### config.mk
export PLATFORM = sky130hd
export DESIGN_NAME = gui_sprite_sequencer
export DESIGN_NICKNAME = d
export VERILOG_FILES = /design/src/rtl/gui_sprite_sequencer.sv
export SDC_FILE = /design/constraint.sdc
export NUM_CORES = 1
export LEC_CHECK = 0
export ABC_AREA = 1
export CORE_MARGIN = 4
export CORE_UTILIZATION = 40
export CTS_CLUSTER_DIAMETER = 60
export CTS_CLUSTER_SIZE = 12
export DETAILED_ROUTE_END_ITERATION = 10
export MAX_ROUTING_LAYER = met4
export PLACE_DENSITY = 0.95
export RECOVER_POWER = 50
export SLEW_MARGIN = 25
export SYNTH_ARGS = -nofsm -noshare
export SYNTH_HDL_FRONTEND = slang
export SYNTH_SLANG_ARGS = --single-unit
### constraint.sdc
create_clock -name clk -period 4.2 [get_ports clk]
set_input_delay 1.05 -clock clk [delete_from_list [all_inputs] [get_ports clk]]
set_output_delay 1.05 -clock clk [all_outputs]
set_load 0.02 [all_outputs]
### src/rtl/gui_sprite_sequencer.sv
// gui_sprite_sequencer
// Picks which player sprite the OLED shows and composites it over the background.
// A hit starts an injury animation. The injured-1 sprite is held for INJ1_FRAMES
// frames. The injured-2 sprite then flickers for INJ2_FRAMES frames, and the
// sprite returns to idle. State only advances on frame_tick, so the ROM selection
// never changes in the middle of a frame.
//
// Ports:
//   clk, rst_n    system clock, asynchronous active-low reset
//   frame_tick    one-cycle pulse per displayed frame
//   hit           one-cycle pulse when the player is struck
//   clr_hits      synchronous clear of hit_count (wins over hit)
//   idle_colour   idle sprite ROM pixel, RGB565
//   inj1_colour   injured-1 sprite ROM pixel, RGB565
//   inj2_colour   injured-2 sprite ROM pixel, RGB565
//   bg_colour     background pixel, RGB565
//   sprite_sel    00 idle, 01 inj1, 10 inj2 (selects the external ROM)
//   oled_colour   registered composited pixel
//   busy          high while an injury animation is running
//   hit_count     saturating (0..15) count of hits
module gui_sprite_sequencer #(
  parameter int          INJ1_FRAMES = 6,
  parameter int          INJ2_FRAMES = 6,
  parameter logic [15:0] KEY_COLOUR  = 16'h0000
) (
  input  logic        clk,
  input  logic        rst_n,
  input  logic        frame_tick,
  input  logic        hit,
  input  logic        clr_hits,
  input  logic [15:0] idle_colour,
  input  logic [15:0] inj1_colour,
  input  logic [15:0] inj2_colour,
  input  logic [15:0] bg_colour,
  output logic [1:0]  sprite_sel,
  output logic [15:0] oled_colour,
  output logic        busy,
  output logic [3:0]  hit_count
);

  localparam int MAX_FRAMES = (INJ1_FRAMES > INJ2_FRAMES) ? INJ1_FRAMES : INJ2_FRAMES;
  localparam int FW         = $clog2(MAX_FRAMES + 1);

  localparam logic [FW-1:0] INJ1_LAST = FW'(INJ1_FRAMES - 1);
  localparam logic [FW-1:0] INJ2_LAST = FW'(INJ2_FRAMES - 1);

  typedef enum logic [1:0] {
    IDLE = 2'd0,
    INJ1 = 2'd1,
    INJ2 = 2'd2
  } state_t;

  state_t        state, state_nxt;
  logic [FW-1:0] fcnt, fcnt_nxt;
  logic          hit_pend, hit_pend_nxt;
  logic [15:0]   sel_colour;

  // State register. A reset abandons any running animation and drops a pending hit.
  always_ff @(posedge clk or negedge rst_n) begin
    if (!rst_n) begin
      state    <= IDLE;
      fcnt     <= '0;
      hit_pend <= 1'b0;
    end else begin
      state    <= state_nxt;
      fcnt     <= fcnt_nxt;
      hit_pend <= hit_pend_nxt;
    end
  end

  // Next-state logic. A hit between ticks is remembered in hit_pend and acted on at
  // the next tick. A hit that arrives on the tick itself takes effect immediately and
  // is never latched. Any hit restarts the animation at the first injured-1 frame.
  always_comb begin
    state_nxt    = state;
    fcnt_nxt     = fcnt;
    hit_pend_nxt = hit_pend;
    if (frame_tick) begin
      hit_pend_nxt = 1'b0;
      if (hit_pend || hit) begin
        state_nxt = INJ1;
        fcnt_nxt  = '0;
      end else begin
        case (state)
          INJ1: begin
            if (fcnt == INJ1_LAST) begin
              state_nxt = INJ2;
              fcnt_nxt  = '0;
            end else begin
              fcnt_nxt = fcnt + 1'b1;
            end
          end
          INJ2: begin
            if (fcnt == INJ2_LAST) begin
              state_nxt = IDLE;
              fcnt_nxt  = '0;
            end else begin
              fcnt_nxt = fcnt + 1'b1;
            end
          end
          default: begin
            state_nxt = IDLE;
            fcnt_nxt  = '0;
          end
        endcase
      end
    end else if (hit) begin
      hit_pend_nxt = 1'b1;
    end
  end

  // Outputs decoded from registered state only. In INJ2 the sprite alternates
  // with idle on odd frames to produce the flicker.
  always_comb begin
    sprite_sel = 2'b00;
    busy       = (state != IDLE);
    case (state)
      INJ1:    sprite_sel = 2'b01;
      INJ2:    sprite_sel = fcnt[0] ? 2'b00 : 2'b10;
      default: sprite_sel = 2'b00;
    endcase
  end

  always_comb begin
    case (sprite_sel)
      2'b01:   sel_colour = inj1_colour;
      2'b10:   sel_colour = inj2_colour;
      default: sel_colour = idle_colour;
    endcase
  end

  // Transparency compositing: the key colour shows the background through.
  always_ff @(posedge clk or negedge rst_n) begin
    if (!rst_n) begin
      oled_colour <= 16'h0000;
    end else begin
      oled_colour <= (sel_colour == KEY_COLOUR) ? bg_colour : sel_colour;
    end
  end

  // Hit counter saturates at 15. A clear in the same cycle as a hit discards the hit.
  always_ff @(posedge clk or negedge rst_n) begin
    if (!rst_n) begin
      hit_count <= 4'd0;
    end else if (clr_hits) begin
      hit_count <= 4'd0;
    end else if (hit && (hit_count != 4'hF)) begin
      hit_count <= hit_count + 4'd1;
    end
  end

endmodule

; ---- Word-level counts from Yosys, hierarchy flattened
; Cells that the tools add are included.
[totals]
word_cells = 38
reg_bits = 26
output_inout_bits = 23
input_bits = 69
[classes]
reduce_logical = 8
eq_ne = 8
n_addsub = 2
muxes = 15
[ops]
columns = op, count
row1 = one-hot mux 16 bit (2 select lines), 1
row2 = logical NOT 16 bit, 1
row3 = 2-to-1 mux 16 bit, 1
row4 = 2-to-1 mux 3 bit, 3
row5 = 2-to-1 mux 2 bit, 4
row6 = 2-to-1 mux 4 bit, 2
row7 = one-hot mux 2 bit (2 select lines), 2
row8 = "inequality test 3 bit, second input constant", 2
row9 = nonzero test 2 bit, 3
row10 = "adder 4 x 1 -> 4 bit, second input constant", 1
row11 = "equality test 2 x 1 -> 1 bit, second input constant", 2
row12 = "equality test 2 bit, second input constant", 2
row13 = "inequality test 4 bit, second input constant", 1
row14 = "adder 3 x 1 -> 3 bit, second input constant", 1
row15 = "equality test 3 bit, second input constant", 1
row16 = AND reduction 3 bit, 1
row17 = 2-to-1 mux 1 bit, 2
row18 = OR reduction 2 bit, 1
row19 = logical AND 1 bit, 1
row20 = logical OR 1 bit, 1

; ---- Logic depth before layout (Yosys ltp)
[depth]
ltp_word = 6
mapped_depth = 18
ltp_nobuf = 15

; ---- Worst setup path after synthesis
; OpenSTA, ideal clock, no wires.
[synth_timing]
path_type = register -> register
start = register state[0]
end = register oled_colour[9]
arrival_ns = 2.330
slack_ns = 1.804
path_buffers = 3
setup_time_ns = 0.066
path_stages_with_launch = 19
path_cell_list = dfrtp_1 > inv_1 > ha_1 > inv_1 > nor2_1 > inv_1 > ha_1 > buf_2 > buf_2 > nand2_1 > nand3_1 > nand2_1 > nand2_1 > nor2_1 > nand2_1 > nor2_4 > buf_6 > nand2_1 > nand2_1
[synth_via]
elab_chain_cells = 6
word_cells_on_any_way = 8
[synth_lines]
columns = item, line_no
row1 = from (decl), 53  ; state_t state, state_nxt;
row2 = from (signal assigned), 65  ; state <= state_nxt;
row3 = equality test 2 bit or equality test 2 x 1 -> 1 bit (tied branches), 117  ; case (state)
row4 = one-hot mux 2 bit (2 select lines) *, 117
row5 = via sprite_sel[1], 35  ; output logic [1:0] sprite_sel,
row6 = equality test 2 bit or equality test 2 x 1 -> 1 bit (tied branches), 125  ; case (sprite_sel)
row7 = one-hot mux 16 bit (2 select lines) *, 125
row8 = logical NOT 16 bit, 137  ; oled_colour <= (sel_colour == KEY_COLOUR) ? bg_colour : sel_colour;
row9 = 2-to-1 mux 16 bit *, 137
row10 = to (signal assigned), 137
row11 = to (decl), 36  ; output logic [15:0] oled_colour,
; The timed path passes the listed nets; every way through them passes the cells marked *.
; A chain may end at the register's enable or synchronous reset.

; ---- Worst setup path after layout
[layout_timing]
start = register state[0]
end = output port sprite_sel[1]
[layout_via]
elab_chain_cells = 2
word_cells_on_any_way = 3
[layout_lines]
columns = item, line_no
row1 = equality test 2 bit or equality test 2 x 1 -> 1 bit (tied branches), 117
row2 = one-hot mux 2 bit (2 select lines) *, 117
row3 = to (decl), 35
; Every way passes the cells marked *; elsewhere a longest branch is shown, timed or not.

==> impl_results.md <==
- Setup slack on the worst flop-to-flop path: 1.56 ns
- Overall die area: about 4900 um2
- Buffer type at the clock tree root: sky130_fd_sc_hd__clkbuf_8
- Largest voltage drop on the vdd net: about 0.14 mV
- Number of fill cells: between 300 and 400
- Largest incremental delay on the critical path: approximately 0.66 ns
- Number of warnings reported in the yosys synthesis log: 0
- Met3 routed wirelength: 292 um
- Critical path endpoint: sprite_sel[1]
- Fraction of final layout cells with drive strength greater than 1: 0.02649
- Maximum clock skew at final layout: ~0.0038 ns
- CTS sink count: 26
- Number of DRC markers after the initial detailed-route iteration: 59
- Number of failing hold endpoints at the final stage: 0
- P_int: between 500 and 600 uW
- Remaining global-route overflow: 0
- Post-layout min period: approximately 2.9 ns
- Largest fanout of any net on the critical path: 3
- Final cycle utilization of the critical path: 0.6878
- Kind of end point of the critical path: output port
- Total CTS buffers: 3
- Syn Std Cell Area: roughly 1500 um2
- Hold-fix buffer count after cts: 0
- Number of gates given a new drive strength after cts: 0
- Port buffer count: between 90 and 100
- Wire length on met1: between 1500 and 2000 um
- Routed wire length: 4291 um
- Max Root-Sink Buffers: 2
- Origin of the worst min-delay path: fcnt[1]$_DFFE_PN0P_
- Detail Route met2 WL: 2150 um
- Type of the most critical hold path: register to register
- Cell type of the slowest stage on the worst timing path: sky130_fd_sc_hd__clkdlybuf4s50_1
- Portion of total power attributed to sequential cells: 0.352
- CP dominant cell by count: sky130_fd_sc_hd__inv_1
- Placed cell count: around 350
- CP delay by family, top: buffers and inverters
- Remaining antenna violation count: 0
- Net switching power: 318.5 uW
- Worst r2r path cells: 14
- Sum Neg Setup Slack: 0 ns
- Leading cell types by total area after synthesis: sky130_fd_sc_hd__dfrtp_1 43%, sky130_fd_sc_hd__nand2_1 23%, sky130_fd_sc_hd__nand3_1 6.6%, sky130_fd_sc_hd__ha_1 4.9%, sky130_fd_sc_hd__or2_1 4.9%
- Area taken by multi-input logic gates: 778.2 um2
- Clock tree from TritonCTS: yes
- Worst-margin pin slew: ~1.3 ns
- Static Leakage: 1.112 nW
- Clock power frac: 0.175
- Reg-to-Reg Start: state[0]$_DFFE_PN0P_
- Antenna violations before repair: 0
- Global-route wire length before repair: ~6800 um
- Register Area: approximately 650 um2
- Number of buffers and inverters on the critical path: 3
- Crit path arrival time: around 1.8 ns
- Die Y: roughly 70 um
- Final routed DRC violation total: 0
- Total routing resource utilization after global routing: 0.1789
- Post-synthesis sequential area ratio: 0.4259
- Number of optimization iterations in the first detailed-route pass: 4
- Total core area: 3689 um2
- FMAX: 346.1 MHz
- Post-synth net total: 290
- Number of synthesized register bits: 26
- Post-synth EDFFs: 0
- Final weighted congestion of routability-driven global placement: ~0.91
- Max-slew headroom at the worst pin: 0.1042
- Critical path launch point type: register
- P per Cell Area: ~360 nW/um2
- Setup Crit Path Kind: register to output port
- Origin of the worst setup path: state[0]$_DFFE_PN0P_
- Number of global-route vias before repair: approximately 1500
- Layout net count: between 300 and 400
- Area overhead of the layout relative to synthesis: 63.72%
- Clock latency reported for the late side of the worst-skew pair: 0.27 ns
- Share of flip-flops with an asynchronous set or reset after synthesis: 1.000
- Total via count in the routed design: roughly 1600
- Maximum number of pins on one net before global-route repair: 33
- H-tree levels: 1
- Max-slew violation count: 0
- Gate count after technology mapping: between 200 and 250
- Proportion of netlist area held by the largest area contributor: 0.4259
- WP depth: 5
- Row count: 22
- Yosys top cell by area: sky130_fd_sc_hd__dfrtp_1
- Switching power share of the total: 0.3500
- Diode count: 0
- Count of endpoints failing setup in the final report: 0
- Avg WL per Cell: ~12 um
- Die X: 69.80 um
- Post-DP HPWL: about 3600 um
- RSZ-0062 raised after global routing: no
- Result of the run: completed
- Worst flop-to-flop path endpoint: oled_colour[3]$_DFF_PN0_
- Most common flop cell mapped by yosys: sky130_fd_sc_hd__dfrtp_1
- Number of non-filler instances in the completed layout: 350
- Routed via count divided by cell count: around 4.6
- Max layer used: met4
- Yosys cell types: 19
- Critical-path cell list: inv_1, ha_1, inv_1, nor2_1, clkdlybuf4s50_1
- I/O pin count: slightly above 90
- CP Data Required Time: 3.15 ns
- Number of buffers added for setup after CTS: 0
- Number of max-cap violations: 0
- Register clock-pin slew on the reported worst setup and hold paths: ~0.090 ns
- Effective utilization at floorplan: 0.4142
- Synth Area per Inst: approximately 7.1 um2
- Combinational share of power: 0.473
==> cells in the mapped netlist, types with 2 or more instances <==
library cell              number
sky130_fd_sc_hd__nand2_1      95
sky130_fd_sc_hd__dfrtp_1      26
sky130_fd_sc_hd__nand3_1      20
sky130_fd_sc_hd__inv_1        13
sky130_fd_sc_hd__nor2_1       13
sky130_fd_sc_hd__or2_1        12
sky130_fd_sc_hd__o21ai_0      10
sky130_fd_sc_hd__buf_2         7
sky130_fd_sc_hd__ha_1          6
sky130_fd_sc_hd__a21oi_1       3
sky130_fd_sc_hd__or2_2         2
==> flip-flops by register name (all words and copies together) (netlist names) <==
name	count
hit_pend	1
oled_colour	16
fcnt	3
state	2
hit_count	4
==> cell usage in the layout, fill, tap and decap left out, drive strengths merged <==
master,synthesis,routed
nor3,1,1
o31ai,1,1
a21oi,3,3
nand3,20,20
ha,6,6
o21a,1,1
nor2,14,14
a22oi,1,1
inv,14,14
dlygate4sd3,0,2
clkdlybuf4s50,0,88
o21ai,10,10
nand2,95,95
dfrtp,26,26
clkbuf,0,5
or2,15,15
==> power by group through the flow <==
stage	logic [mW]	clock network, mW	registers [mW]
global route	0.472	0.169	0.327
detailed placement	0.436	0	0.327
global placement	0.426	0	0.324
floorplan	0.163	0	0.387
CTS	0.437	0.163	0.322
finish	0.431	0.159	0.321
==> per-stage QoR <==
step                      total power [mW]  cell area [um2]  setup slack (ns)  hold WS, ns    util
after global placement              0.7507             2452             1.614       0.5223  0.6649
after CTS                           0.9217             2502             1.289       0.5575  0.6784
after detailed placement            0.7627             2447             1.548       0.5358  0.6635
after floorplan                     0.5500             1528             1.804       0.4777       -
final                               0.9101             2501             1.311       0.5582  0.6781
after global routing                0.9678             2501             1.206       0.5858  0.6781
==> metal layers <==
metal,GRT usage,up-vias
met5,-,-
met4,0.05106,0
met3,0.03188,2
met2,0.3253,62
met1,0.1989,692
li1,-,843
==> worst min path at each step <==
| stage | cells after the start | endpoint | slack [ns] |
|---|---|---|---|
| finish | 2 | fcnt[1]$_DFFE_PN0P_ | 0.56 |
| global route | 2 | fcnt[1]$_DFFE_PN0P_ | 0.59 |
| CTS | 2 | fcnt[1]$_DFFE_PN0P_ | 0.56 |
| detailed placement | 2 | fcnt[1]$_DFFE_PN0P_ | 0.54 |
| global placement | 2 | fcnt[1]$_DFFE_PN0P_ | 0.52 |
| floorplan | 2 | state[0]$_DFFE_PN0P_ | 0.48 |
==> kinds of logic (layout without fill, tap and decap cells) <==
group | Yosys count | after routing | share of synthesized area
and+or+nand+nor | 145 | 145 | 0.4029
DFF | 26 | 26 | 0.4259
buffers and inverters | 22 | 109 | 0.06470
AOI/OAI and AO/OA | 16 | 16 | 0.05733
adders and majority gates | 6 | 6 | 0.04914
==> area by class of cell <==
type | instances | share of cell area
clock buffers | 4 | 0.02201
well taps | 48 | 0.02401
inverters | 14 | 0.02101
flip-flops and latches | 26 | 0.2601
repair buffers | 91 | 0.3617
multi-input cells | 167 | 0.3112
==> tightest hold or removal path: cells and delay by family (launching register included) <==
kind	cells	cell delay, ns
flops	1	0.40
compound gates	1	0.06
simple gates	1	0.07
No activity file was read; power rests on OpenSTA's default activity.
